--- config.mk ---
export PLATFORM = sky130hd
export DESIGN_NAME = pc_unit
export DESIGN_NICKNAME = d
export VERILOG_FILES = /design/src/rtl/pc_unit.sv
export SDC_FILE = /design/constraint.sdc
export NUM_CORES = 1
export LEC_CHECK = 0
export CORE_ASPECT_RATIO = 1.5
export CORE_MARGIN = 4
export CORE_UTILIZATION = 45
export CTS_BUF_LIST = sky130_fd_sc_hd__clkbuf_8
export DETAILED_ROUTE_END_ITERATION = 10
export GPL_TIMING_DRIVEN = 0
export PLACE_DENSITY_LB_ADDON = 0.12
export SETUP_SLACK_MARGIN = 0.3
export SLEW_MARGIN = 15
export SYNTH_ARGS = -nofsm -noshare
export SYNTH_HDL_FRONTEND = slang
export SYNTH_SLANG_ARGS = --single-unit
--- constraint.sdc ---
create_clock -name clk -period 2.25 [get_ports clk]
set_input_delay 0.45 -clock clk [delete_from_list [all_inputs] [get_ports clk]]
set_output_delay 0.45 -clock clk [all_outputs]
set_load 0.005 [all_outputs]
--- src/rtl/pc_unit.sv ---
// pc_unit: program counter with sequential increment, relative branch,
// absolute jump and an optional return-address stack for call/ret.
// Build option: define PC_UNIT_RAS_EN to include the return-address stack.
// Without it, call acts as jump, ret acts as increment, and the stack
// flags are tied off (ras_full=0, ras_empty=1, ras_err=0).
module pc_unit #(
    parameter int               WIDTH        = 8,
    parameter logic [WIDTH-1:0] RESET_VECTOR = '0,
    parameter int               STEP         = 1,
    parameter int               RAS_DEPTH    = 4
) (
    input  logic             clk,
    input  logic             reset,
    input  logic             stall,
    input  logic             jump,
    input  logic [WIDTH-1:0] jump_target,
    input  logic             branch,
    input  logic [WIDTH-1:0] branch_offset,
    input  logic             call,
    input  logic             ret,
    output logic [WIDTH-1:0] pc_value,
    output logic             ras_full,
    output logic             ras_empty,
    output logic             ras_err
);

    localparam logic [WIDTH-1:0] STEP_W = WIDTH'(STEP);

    // Modulo-2^WIDTH add of a two's-complement offset; wraps in both directions.
    function automatic logic [WIDTH-1:0] pc_offset(
        input logic [WIDTH-1:0]        base,
        input logic signed [WIDTH-1:0] off
    );
        pc_offset = base + $unsigned(off);
    endfunction

    logic [WIDTH-1:0]        pc_p0;
    logic [WIDTH-1:0]        pc_next;
    logic [WIDTH-1:0]        pc_inc;
    logic [WIDTH-1:0]        pc_br;
    logic signed [WIDTH-1:0] br_off_s;
    logic signed [WIDTH-1:0] step_s;

    assign br_off_s = branch_offset;
    assign step_s   = STEP_W;
    assign pc_inc   = pc_offset(pc_p0, step_s);
    assign pc_br    = pc_offset(pc_p0, br_off_s);

`ifdef PC_UNIT_RAS_EN
    localparam int               PTR_W    = $clog2(RAS_DEPTH);
    localparam logic [PTR_W:0]   CNT_ONE  = (PTR_W+1)'(1);
    localparam logic [PTR_W:0]   CNT_FULL = (PTR_W+1)'(RAS_DEPTH);
    localparam logic [PTR_W-1:0] IDX_ONE  = PTR_W'(1);

    logic [WIDTH-1:0] ras_mem [RAS_DEPTH];
    logic [PTR_W:0]   ras_cnt;
    logic [PTR_W:0]   cnt_next;
    logic [PTR_W-1:0] wr_idx;
    logic [PTR_W-1:0] top_idx;
    logic             push;
    logic             err_set;
    logic             err_q;

    // Count doubles as the write slot; the top entry sits one below it
    // (wraps to RAS_DEPTH-1 when the stack is full).
    assign wr_idx    = ras_cnt[PTR_W-1:0];
    assign top_idx   = wr_idx - IDX_ONE;
    assign ras_full  = (ras_cnt == CNT_FULL);
    assign ras_empty = (ras_cnt == '0);
    assign ras_err   = err_q;

    // Next-state selection in fixed priority: stall, ret, call, jump, branch, increment.
    always_comb begin
        pc_next  = pc_inc;
        cnt_next = ras_cnt;
        push     = 1'b0;
        err_set  = 1'b0;
        if (stall) begin
            pc_next = pc_p0;
        end else if (ret) begin
            if (!ras_empty) begin
                pc_next  = ras_mem[top_idx];
                cnt_next = ras_cnt - CNT_ONE;
            end else begin
                err_set = 1'b1;
            end
        end else if (call) begin
            pc_next = jump_target;
            if (!ras_full) begin
                push     = 1'b1;
                cnt_next = ras_cnt + CNT_ONE;
            end else begin
                err_set = 1'b1;
            end
        end else if (jump) begin
            pc_next = jump_target;
        end else if (branch) begin
            pc_next = pc_br;
        end
    end

    // Stack count and sticky overflow/underflow flag.
    always_ff @(posedge clk or negedge reset) begin
        if (!reset) begin
            ras_cnt <= '0;
            err_q   <= 1'b0;
        end else begin
            ras_cnt <= cnt_next;
            if (err_set) begin
                err_q <= 1'b1;
            end
        end
    end

    // Stack storage holds data only; contents are meaningless while count is 0.
    always_ff @(posedge clk) begin
        if (push) begin
            ras_mem[wr_idx] <= pc_inc;
        end
    end
`else
    // Next-state selection without a stack: call loads the target, ret steps.
    always_comb begin
        pc_next = pc_inc;
        if (stall) begin
            pc_next = pc_p0;
        end else if (ret) begin
            pc_next = pc_inc;
        end else if (call || jump) begin
            pc_next = jump_target;
        end else if (branch) begin
            pc_next = pc_br;
        end
    end

    assign ras_full  = 1'b0;
    assign ras_empty = 1'b1;
    assign ras_err   = 1'b0;
`endif

    // Program counter register.
    always_ff @(posedge clk or negedge reset) begin
        if (!reset) begin
            pc_p0 <= RESET_VECTOR;
        end else begin
            pc_p0 <= pc_next;
        end
    end

    assign pc_value = pc_p0;

endmodule

==> summary.md, run 1 <==
| Metric | Value |
|---|---|
| Run status | `completed` |
| First-pass DRT Iterations | `4` |
| Area delta synth->final | `48.3%` |
| Most common cell after layout, fill and taps aside | `clkdlybuf4s50_1` |
| Final setup viols | `0` |
| Routed vias/inst | `6.46` |
| DRT iter0 DRCs | `51` |
| Fraction of synthesized area in multiplexers | `1.90%` |
| Die Span X | `47.5 um` |
| Reg2reg setup slack | `0.37 ns` |
| Gr ovfl total | `0` |
| DR WL/cell | `17.7 um` |
| Flop pwr share | `23.6%` |
| Slowest cell delay on critical path | `0.51 ns` |
| Min Hold Slack | `0.523 ns` |
| Max FO, Critical Path | `6` |
| Post-Synth Adder-Cell Area | `11.4%` |
| Starting density of the core | `47.1%` |
| Mapped Cells | `134` |
| Peak VDD IR | `436 uV` |
| Htree depth | `1` |
| Pin count of the biggest net entering global routing | `11` |
| Global placer's final weighted congestion | `0.813` |
| Final slew viol count | `0` |
| RSZ-0062 raised after global routing | `no` |
| Post-route clock skew | `0.00367 ns` |
| Startpoint Class | `input pin` |
| TritonCTS clock tree | `built` |
| Compound-Gate Fraction of Synth Area | `31.0%` |
| Power share of the clock group | `17.9%` |
| Num CTS Buffers | `3` |
| P per Cell Area | `658 mW/mm^2` |
| CP Class | `in -> reg` |
| XOR/XNOR Fraction of Synth Area | `4.17%` |
| CTS clk-pin slew, worst paths | `0.05 ns` |
| CP Data Arrival Time | `2.08 ns` |
| Final #Nets | `207` |
| Final Hold Violating Endpoints | `0` |
| Vias post-DR | `1266` |
| Tot GR Track Use | `22.3%` |
| Critical Path Sink Type | `register` |
| Reg2reg path depth | `6` |
| Post-synth top flop | `dfrtp_1` |
| Period utilization | `84.6%` |
| Die Ht | `67.2 um` |
| Internal cell power | `623 uW` |
| Largest family of logic cells by synthesized area | `compound AO/OA/AOI/OAI gates` |
| # DRC | `0` |
| Top cell type's share of synthesized area | `19.0%` |
| # IOs | `34` |
| CP startpoint | `branch_offset[5]` |
| Critical Path RT | `2.43 ns` |
| Initial antenna violation count | `0` |
| Vias in the first global route | `1210` |
| Logic pwr share | `58.5%` |
| Fmax | `526 MHz` |
| Count of max-cap constraint violations | `0` |
| Max FFs per register | `8` |
| Crit-path slowest cell | `or4b_1` |
| Met2 Routed Length | `1790 um` |
| Register area share after synthesis | `19.0%` |
| Synth cell types | `47` |
| Post-synth EDFFs | `0` |
| YS warnings | `0` |
| Cell Area, Synth | `0.00105 sq mm` |
| Num Clock Sinks | `8` |
| Hpwl dp | `2450 um` |
| Synth top area cells | `dfrtp_1 19%, ha_1 9.5%, a21o_1 4.3%, nand2_1 3.9%, nor2_1 3.9%` |
| Net Sw Power | `403 uW` |
| Row Count | `21` |
| Reg-to-Reg Start | `pc_value[4]` |
| Clock buffer depth | `2` |
| Die footprint | `0.00319 sq mm` |
| Total power | `1.03 mW` |
| #FFs+latches synth | `8` |
| Antenna Nets Post-Route | `0` |
| Root Buffer | `clkbuf_8` |
| Top Metal Used | `met4` |
| Worst-skew pair later-pin latency | `0.24 ns` |
| Layout cell share with drive strength beyond 1 | `20.8%` |
| Leakage | `0.649 nW` |
| HP Class | `in -> async` |
| FFs w/ async S/R, synth | `100%` |
| Global-route wire length before repair | `5090 um` |
| PortBufs | `30` |
| Tmin final | `1.90 ns` |
| Syn avg cell area | `7.84 sq um` |
| Post-synth top area cell | `dfrtp_1` |
| Routed WL | `3470 um` |
| WL met1 | `1190 um` |
| Switching Fraction | `39.3%` |
| Ant. Diodes | `0` |
| Core area | `0.00223 sq mm` |
| DR WL met3 | `307 um` |
| CP cell instances | `clkdlybuf4s50_1, ha_4, and4_1, a221oi_2, or4b_1, nand2_1` |
| Simple-gate area share of the yosys netlist | `25.4%` |
| Commonest cells after routing, fill and taps aside | `25 x clkdlybuf4s50_1, 11 x nor2_1, 11 x nand2_1` |
-- final timing paths --
check                                   end
worst max-delay path            pc_value[7]
min in group clk                pc_value[0]
worst min register to register  pc_value[0]
max in group asynchronous       pc_value[1]
worst min-delay path            pc_value[7]
worst max register to register  pc_value[7]
-- critical path, delay by kind of cell --
family                   cells  cell delay (ns)
adder cells (fa/ha/maj)      1             0.32
AND/OR/NAND/NOR              3             0.78
AO/OA/AOI/OAI                1             0.09
buffers and inverters        1             0.45
-- through the flow --
| stage | util [%] | setup TNS, ns | instances | area, sq um | setup slack (ns) |
|---|---|---|---|---|---|
| after floorplan | - | 0 | 135 | 1050 | 0.369 |
| after global placement | 62.0 | -0.699 | 188 | 1380 | -0.262 |
| after detailed placement | 62.0 | -0.802 | 188 | 1380 | -0.271 |
| after CTS | 67.2 | 0 | 193 | 1500 | 0.249 |
| after global routing | 69.8 | 0 | 196 | 1560 | 0.291 |
| final | 69.8 | 0 | 196 | 1560 | 0.348 |
-- power groups by stage --
stage	registers, mW	logic, mW	clock network (mW)
after floorplan	0.224	0.316	0
after global placement	0.230	0.485	0
after detailed placement	0.233	0.497	0
after CTS	0.233	0.547	0.186
after global routing	0.246	0.658	0.190
final	0.242	0.600	0.184
-- cell usage after synthesis (all sizes together) (2+ instances only) --
| cell | count |
|---|---|
| dfrtp | 8 |
| clkbuf | 4 |
| or2 | 2 |
| o21ai | 8 |
| xnor2 | 2 |
| nand2 | 11 |
| a31oi | 2 |
| o211ai | 4 |
| nor2 | 11 |
| buf | 5 |
| o21a | 4 |
| inv | 5 |
| nand4 | 2 |
| nand2b | 3 |
| o221ai | 2 |
| a21oi | 5 |
| mux2i | 2 |
| a211o | 2 |
| and3 | 2 |
| a21o | 6 |
| ha | 8 |
| nor3 | 4 |
| xor2 | 3 |
| nand3 | 7 |
| conb | 2 |
-- area by class of cell --
cell class              count  area (sq um)
fillers                   185           674
plain buffers               9          55.1
clock buffers               3          41.3
flip-flops and latches      8           203
inverters                   5          18.8
repair buffers             35           332
multi-input cells         113           881
well taps                  23          28.8
-- cells by family after synthesis --
logic type,after synthesis
AND/OR/NAND/NOR,49
AO/OA/AOI/OAI,45
buffers and inverters,14
adder cells (fa/ha/maj),9
flip-flops,8
XOR/XNOR,5
other,2
multiplexers,2
-- what timing repair did --
action / in CTS / in global routing
resized for setup: 17 / 12
pin swaps: 6 / 6
setup endpoints to repair: 6 / 6
buffers inserted: 2 / 3
hold buffers: 0 / 0
-- per-layer routing --
metal  GRT usage [%]  up-vias
li1                -      586
met1            23.1      582
met2            37.8       78
met3            4.00       20
met4            16.6        0
met5               0        -
No activity file was read; power rests on OpenSTA's default activity.
==> run 2: changes to the inputs <==
==> constraint.sdc (replaced) <==
create_clock -name clk -period 1.9 [get_ports clk]
set_input_delay 0.38 -clock clk [delete_from_list [all_inputs] [get_ports clk]]
set_output_delay 0.38 -clock clk [all_outputs]
set_load 0.005 [all_outputs]
==> run 2 against run 1 <==
Clock skew decreased by 0.0033 ns. Cell area increased by 10%. First-iteration DRC count decreased by 3.9%. Combinational power increased by 37%. Global-route usage increased by 1.1 points. Via count increased by 2.8%. Largest cell class unchanged.
==> summary.md, run 2 (synthesized netlist as in run 1, its figures left out) <==
| Metric | Value |
|---|---|
| Run status | `completed` |
| Power share of the clock group | `16.7% (-1.2 points)` |
| Final cell count without fillers | `206 (+5.1%)` |
| Internal cell power | `806 uW (+29%)` |
| Initial antenna violation count | `0 (unchanged)` |
| Reg2reg setup slack | `0.1 ns (-0.27 ns)` |
| P per Cell Area | `764 mW/mm^2 (+16%)` |
| Starting density of the core | `47.1% (unchanged)` |
| Routed WL | `3520 um (+1.2%)` |
| Flop pwr share | `21.0% (-2.6 points)` |
| CP Class | `reg -> reg` |
| Leakage | `0.764 nW (+18%)` |
| Max FFs per register | `8 (unchanged)` |
| CTS Hold Bufs | `0 (unchanged)` |
| Vias post-DR | `1301 (+2.8%)` |
| Die Span X | `47.5 um (unchanged)` |
| Final setup viols | `0 (unchanged)` |
| Final slew viol count | `0 (unchanged)` |
| Net Sw Power | `510 uW (+27%)` |
| Final #Nets | `216 (+4.3%)` |
| Post-route clock skew | `0.000406 ns (-0.00327 ns)` |
| Reg-to-Reg Start | `pc_value[1]` |
| Antenna Nets Post-Route | `0 (unchanged)` |
| Final worst setup slack | `0.0951 ns (-0.252 ns)` |
| Period utilization | `95.0%` |
| Startpoint Class | `register` |
| Final Hold Violating Endpoints | `0 (unchanged)` |
| Min Hold Slack | `0.452 ns (-0.0707 ns)` |
| Gr ovfl total | `0 (unchanged)` |
| First-pass DRT Iterations | `4 (unchanged)` |
| Hpwl dp | `2400 um (-1.7%)` |
| Switching Fraction | `38.7% (-0.54 points)` |
| Fmax | `554 MHz` |
| Worst-skew pair later-pin latency | `0.23 ns (about the same)` |
| Num Clock Sinks | `8 (unchanged)` |
| Max FO, Critical Path | `3 (-3)` |
| HP Class | `in -> async` |
| Critical Path Sink Type | `register` |
| Die footprint | `0.00319 sq mm (unchanged)` |
| RSZ-0062 raised after global routing | `yes` |
| Root Buffer | `clkbuf_8` |
| Core area | `0.00223 sq mm (unchanged)` |
| TritonCTS clock tree | `built` |
| Ant. Diodes | `0 (unchanged)` |
| DRT iter0 DRCs | `49 (-3.9%)` |
| Total power | `1.32 mW (+28%)` |
| Area delta synth->final | `63.8%` |
| Vias in the first global route | `1269 (+4.9%)` |
| Count of max-cap constraint violations | `0 (unchanged)` |
| Critical Path RT | `2.02 ns (-0.41 ns)` |
| # DRC | `0 (unchanged)` |
| Commonest cells after routing, fill and taps aside | `17 x buf_4, 15 x clkdlybuf4s50_1, 11 x nand2_1` |
| PortBufs | `30 (unchanged)` |
| Tmin final | `1.80 ns` |
| Peak VDD IR | `504 uV (+16%)` |
| Pin count of the biggest net entering global routing | `11 (unchanged)` |
| Most common cell after layout, fill and taps aside | `buf_4` |
| CTS clk-pin slew, worst paths | `0.05 ns (about the same)` |
| Global placer's final weighted congestion | `0.863 (+6.2%)` |
| # IOs | `34 (unchanged)` |
| Routed vias/inst | `6.32 (-2.2%)` |
| Htree depth | `1 (unchanged)` |
| Logic pwr share | `62.3% (+3.8 points)` |
| Layout cell share with drive strength beyond 1 | `31.1% (+10 points)` |
| DP Worst Slack | `-0.480 ns (-0.209 ns)` |
| Row Count | `21 (unchanged)` |
| CP Data Arrival Time | `1.92 ns (-0.16 ns)` |
| Tot GR Track Use | `23.4% (+1.1 points)` |
| Num CTS Buffers | `3 (unchanged)` |
| Global-route wire length before repair | `5550 um (+9.1%)` |
| DR WL/cell | `17.1 um (-3.7%)` |
| Placed Cells | `188 (unchanged)` |
| Die Ht | `67.2 um (unchanged)` |
| Clock buffer depth | `2 (unchanged)` |
| CP startpoint | `pc_value[1]` |
run 2: cell count changes in the layout (fill, tap and decap cells not counted), moves of 2 or more:
cell / previous run / this run
dfrtp_2: 2 / 5
dlymetal6s2s_1: 1 / 7
dlygate4sd2_1: 3 / 6
nor2_1: 11 / 8
dfrtp_1: 6 / 3
clkbuf_2: 3 / 1
clkdlybuf4s50_1: 25 / 15
buf_4: 9 / 17
nor2_2: 0 / 2
buf_6: 0 / 2
run 2: cell type report:
cell class / instances / area, sq um
Fill cell: 168 / 512
Timing Repair Buffer: 44 / 424
Sequential cell: 8 / 206
Inverter: 5 / 18.8
Clock inverter: 1 / 3.75
Clock buffer: 3 / 41.3
Buffer: 9 / 65.1
Multi-Input combinational cell: 113 / 933
Tap cell: 23 / 28.8
run 2: critical path, stage by stage, from the launching register on:
cell and delay (ns):
dfrtp_2 0.43, ha_4 0.21, a21o_1 0.18, a21o_1 0.23, xor2_1 0.19, a211o_1 0.28
a21o_1 0.17
run 2: worst paths after layout:
path                          endpoint  cells after the start
max                        pc_value[3]                      6
min                        pc_value[1]                      1
max reg2reg                pc_value[3]                      6
min reg2reg                pc_value[1]                      2
max in group asynchronous  pc_value[5]                      1
min in group clk           pc_value[7]                      4
run 2: what timing repair did:
action	in CTS	in global routing
buffers inserted	13	1
gates resized for setup	29	17
pin swaps	20	14
endpoints found under the setup margin	12	14
run 2: layer usage:
| layer | up-vias | track usage (%) | wire, um |
|---|---|---|---|
| met5 | - | 0 | 0 |
| met2 | 76 | 41.6 | 1810 |
| li1 | 601 | - | - |
| met1 | 615 | 26.7 | 1320 |
| met3 | 9 | 2.93 | 303 |
| met4 | 0 | 9.34 | 76 |
run 2: metrics by stage:
stage	cell area, sq um	setup TNS, ns	util (%)
after floorplan	1110	0	-
final	1720	0	77.1
after CTS	1660	0	74.3
after detailed placement	1440	-2.39	64.5
after global placement	1440	-2.33	64.5
after global routing	1720	0	77.1
run 2: power groups by stage:
stage | Clock (mW) | Combinational (mW) | Sequential [mW]
after global placement | 0 | 0.601 | 0.284
final | 0.220 | 0.819 | 0.277
after global routing | 0.232 | 0.893 | 0.284
after detailed placement | 0 | 0.616 | 0.287
after CTS | 0.218 | 0.755 | 0.277
after floorplan | 0 | 0.393 | 0.275
